===== config.mk =====
export PLATFORM = sky130hd
export DESIGN_NAME = serial_adder_ctrl
export DESIGN_NICKNAME = d
export VERILOG_FILES = /design/src/rtl/serial_adder_ctrl.sv
export SDC_FILE = /design/constraint.sdc
export NUM_CORES = 1
export LEC_CHECK = 0
export BUFFER_PORTS_ARGS = -buffer_cell sky130_fd_sc_hd__buf_2
export CAP_MARGIN = 10
export CORE_ASPECT_RATIO = 1.25
export CORE_MARGIN = 2
export CORE_UTILIZATION = 40
export CTS_BUF_LIST = sky130_fd_sc_hd__clkbuf_8
export DETAILED_ROUTE_END_ITERATION = 16
export PLACE_DENSITY_LB_ADDON = 0.15
export SLEW_MARGIN = 20
export SYNTH_ARGS = -nofsm -noshare
export SYNTH_HDL_FRONTEND = slang
export SYNTH_HIERARCHICAL = 1
export SYNTH_SLANG_ARGS = --single-unit

===== constraint.sdc =====
create_clock -name clk -period 4.1 [get_ports clk]
set_clock_uncertainty 0.1 [all_clocks]
set_input_delay 0.205 -clock clk [delete_from_list [all_inputs] [get_ports clk]]
set_output_delay 0.205 -clock clk [all_outputs]
set_load 0.02 [all_outputs]

===== src/rtl/serial_adder_ctrl.sv =====
// Bit-serial adder: one shared full-adder cell
// walks WIDTH bits LSB first under a start/busy/done handshake.

module halfadder (
  input  logic x,
  input  logic y,
  output logic s,
  output logic c
);

  assign s = x ^ y;
  assign c = x & y;

endmodule

module serial_adder_ctrl #(
  parameter int WIDTH = 8
) (
  input  logic             clk,
  input  logic             rst,
  input  logic             start,
  input  logic [WIDTH-1:0] a,
  input  logic [WIDTH-1:0] b,
  output logic             busy,
  output logic             done,
  output logic [WIDTH-1:0] sum,
  output logic             cout
);

  localparam int CW = (WIDTH > 1) ? $clog2(WIDTH) : 1;
  localparam logic [CW-1:0] LAST = CW'(WIDTH - 1);

  localparam logic [1:0] IDLE = 2'd0;
  localparam logic [1:0] RUN  = 2'd1;
  localparam logic [1:0] DONE = 2'd2;

  logic [1:0]       state;
  logic [CW-1:0]    cnt;
  logic [WIDTH-1:0] ra;
  logic [WIDTH-1:0] rb;
  logic [WIDTH-1:0] rs;
  logic             c_q;

  logic s0;
  logic c0;
  logic sbit;
  logic c1;
  logic carry_next;
  logic accept;
  logic last;

  halfadder ha0 (
    .x (ra[0]),
    .y (rb[0]),
    .s (s0),
    .c (c0)
  );

  halfadder ha1 (
    .x (s0),
    .y (c_q),
    .s (sbit),
    .c (c1)
  );

  assign carry_next = c0 | c1;
  assign accept     = (state == IDLE) && start;
  assign last       = (state == RUN) && (cnt == LAST);

  assign busy = (state == RUN);
  assign done = (state == DONE);

  // Sequencer: IDLE -> RUN for WIDTH edges -> DONE for one cycle.
  always_ff @(posedge clk) begin
    if (rst) begin
      state <= IDLE;
      cnt   <= '0;
    end else begin
      case (state)
        IDLE: begin
          if (start) begin
            state <= RUN;
            cnt   <= '0;
          end
        end
        RUN: begin
          cnt <= cnt + CW'(1);
          if (cnt == LAST) begin
            state <= DONE;
          end
        end
        DONE: begin
          state <= IDLE;
        end
        default: begin
          state <= IDLE;
        end
      endcase
    end
  end

  // Operand/partial-sum shifters; result regs load only on the final bit.
  always_ff @(posedge clk) begin
    if (rst) begin
      ra   <= '0;
      rb   <= '0;
      rs   <= '0;
      c_q  <= 1'b0;
      sum  <= '0;
      cout <= 1'b0;
    end else if (accept) begin
      ra  <= a;
      rb  <= b;
      rs  <= '0;
      c_q <= 1'b0;
    end else if (state == RUN) begin
      ra  <= {1'b0, ra[WIDTH-1:1]};
      rb  <= {1'b0, rb[WIDTH-1:1]};
      rs  <= {sbit, rs[WIDTH-1:1]};
      c_q <= carry_next;
      if (last) begin
        sum  <= {sbit, rs[WIDTH-1:1]};
        cout <= carry_next;
      end
    end
  end

endmodule


==> flow_metrics.py <==
metrics = {
    "clock_tree": {
        "root_buffer": "clkbuf_8",
        "clockBufferDepth": 2,
        "clock_latency_ns": 0.29,
        "cts-htree-levels": 2,
        "tritoncts": "yes",
        "cts_sinks": 38,
        "cts_setup_buffers": 0,
        "cts_made_buffers": 5,
        "cts-hold-fix-buffers": 0,
        "cts_resized": 0,
        "path_clk_slew_ns": 0.07,
    },
    "power": {
        "switching_share": 0.2385,
        "power.total_w": 0.0007818,
        "power_density_mw_per_mm2": 431.8,
        "clkPwrFrac": 0.391,
        "switchingPower_w": 0.0001865,
        "internal-power_w": 0.0005954,
        "p_leak_nw": 0.7011,
        "p_seq_frac": 0.508,
        "ir_worst_vdd_v": 0.0001904,
        "combPwrFrac": 0.101,
    },
    "global_route": {
        "use_met3": 0.05217,
        "grt_max_degree": 36,
        "grt_first_pass_wirelength_um": 5285,
        "track_usage": 0.1592,
        "met1_usage": 0.1845,
        "overflow": 0,
        "grt_util_met2": 0.2681,
        "grt.busiest_layer": "met2",
        "antenna_found_initial": 0,
        "grt_pass1_vias": 1200,
    },
    "synthesis": {
        "synth_top_family_by_area": "simple AND/OR/NAND/NOR gates",
        "syn_avg_cell_area_um2": 8.396,
        "yosys_warnings": 6,
        "ys_seq_area_frac": 0.4769,
        "synth.top_cell.area_share": 0.4769,
        "postSynthCellCount": 190,
        "synth_xor_xnor_area_share": 0,
        "synth_fa_ha_area_frac": 0.03137,
        "syn_nets": 213,
        "syn-cell-area_mm2": 0.001595,
        "ys_ff_latch": 38,
        "muxShareOfSynthArea": 0,
        "synthSimpleGateAreaFrac": 0.2322,
        "synthTopCellsByArea": "dfxtp_1 48%, a21oi_1 11%, nand2_1 8.9%",
        "synth_top_area_cell": "dfxtp_1",
        "synth_compound_area_frac": 0.1890,
        "synth.distinct_cells": 24,
    },
    "die": {
        "fp.coreArea_mm2": 0.003816,
        "initial_utilization": 0.4180,
        "std_cell_rows": 25,
        "dieArea_mm2": 0.004512,
        "ios": 30,
        "die_h_um": 74.61,
        "die_w_um": 60.49,
    },
    "placed_design": {
        "port_buffers": 29,
        "place_area_mm2": 0.001702,
        "gp_congestion": 0.7286,
        "dp_hpwl_um": 2114,
    },
    "detailed_routing": {
        "wirelength_um": 3245,
        "drc": 0,
        "route.vias.total": 1341,
        "wire_per_inst_um": 12.20,
        "drtPass1Iterations": 4,
        "ant_nets": 0,
        "drt_iter0_markers": 54,
        "via_per_inst": 5.041,
    },
    "setup_path": {
        "critPathSlowestCell": "nand2b_1",
        "path_class": "flip-flop to output pin",
        "endpoint_kind": "output pin",
        "cp_top_family": "buffers and inverters",
        "crit_arrival_ns": 2.21,
        "path_max_fanout": 35,
        "required_ns": 3.80,
        "path_depth": 3,
        "critPathMaxStageDelay_ns": 0.62,
        "rr_worst_depth": 4,
        "critPathLaunchType": "flip-flop",
        "reg2reg_slack_ns": 1.87,
        "worstPathCellList": "nand2b_1 > inv_4 > buf_2",
        "critPathBufInv": 2,
    },
    "job": {
        "maxCapViolCount": 0,
    },
    "timing": {
        "max_freq_mhz": 397.0,
        "slew_headroom": 0.3130,
        "finalCriticalPeriod_ns": 2.519,
        "rsz0062_at_grt": "no",
        "worst_slew_pin_slew_ns": 1.031,
        "slew_violations": 0,
        "tns_ns": 0,
        "setup_violations": 0,
        "report.final.hold_viol_count": 0,
        "timing.final.crit_share": 0.6144,
    },
    "run_status": {
        "outcome": "completed",
    },
    "hold_path": {
        "whs_path_depth": 3,
        "hp-class": "input pin to flip-flop",
    },
    "final_layout": {
        "layout_common_cells": "38 x nand2_1, 38 x dfxtp_1, 34 x a21oi_1",
        "syn2layout_area_growth_pct": 13.49,
        "fin_nets": 234,
        "fill_cells": 405,
        "n_antenna_cell": 0,
        "drive_above_1_share": 0.2028,
        "postLayoutCellArea_mm2": 0.001810,
        "multi_input_area_um2": 721.9,
        "register_area_um2": 760.7,
    },
}
[layout make-up]
cell class,instances,area share
Sequential cell,38,0.4202
Multi-Input combinational cell,136,0.3988
Timing Repair Buffer,29,0.08017
Clock buffer,5,0.03801
Tap cell,54,0.03732
Clock inverter,3,0.02211
Inverter,1,0.003455
[state kept, by name (all words and copies together) (netlist names)]
name,count
ra,8
rb,8
sum,8
rs,7
cnt,3
state,2
c_q,1
cout,1
[worst paths after layout]
check / startpoint / end
worst min register to register: ra[3] / ra[2]
worst max-delay path: state[0] / busy
worst max register to register: state[0] / cout
worst min-delay path: b[7] / rb[7]
[power by group through the flow]
stage                     combinational, W  clock (W)  sequential (W)
after floorplan                  0.0000713          0        0.000401
after global placement           0.0000786          0        0.000405
after detailed placement         0.0000798          0        0.000405
after CTS                        0.0000799   0.000316        0.000397
after global routing             0.0000906   0.000329        0.000399
final                            0.0000789   0.000306        0.000397
[synth_stat cells]
| cell type | instances |
|---|---|
| dfxtp_1 | 38 |
| nand2_1 | 38 |
| a21oi_1 | 34 |
| nor2_1 | 18 |
| a211oi_1 | 14 |
| nand3_1 | 12 |
| buf_6 | 5 |
| buf_2 | 4 |
| ha_1 | 4 |
| nand2b_1 | 4 |
| clkbuf_1 | 3 |
| buf_4 | 2 |
| nor3_1 | 2 |
| or3b_2 | 2 |
| a311oi_1 | 1 |
| buf_1 | 1 |
| inv_4 | 1 |
| nand3b_1 | 1 |
| nor2_2 | 1 |
| nor2b_1 | 1 |
| nor3b_4 | 1 |
| o21a_1 | 1 |
| o21ba_2 | 1 |
| or3b_1 | 1 |
[layer usage]
metal | vias to the layer above | wire length [um]
met3 | 6 | 145
met1 | 618 | 1459
met5 | - | 0
met2 | 24 | 1588
li1 | 693 | -
met4 | 0 | 52
[worst min-delay path, cell delays in order]
cell and delay, ns:
buf_2 0.10, nand2_1 0.05, a21oi_1 0.05
[through the flow]
step / hold slack, ns / util / std cells / worst slack, ns
detailed placement: 0.3431 / 0.4459 / 258 / 1.902
global placement: 0.3418 / 0.4459 / 258 / 1.990
CTS: 0.04912 / 0.4744 / 266 / 1.582
global route: 0.07617 / 0.4744 / 266 / 1.423
finish: 0.05492 / 0.4744 / 266 / 1.581
floorplan: 0.2410 / - / 190 / 2.713
[cells by family after synthesis]
kind of cell	count (synthesis)
compound gates	51
fa+ha+maj	4
buf+inv	16
flops	38
simple gates	81
No activity file was read; power rests on OpenSTA's default activity.
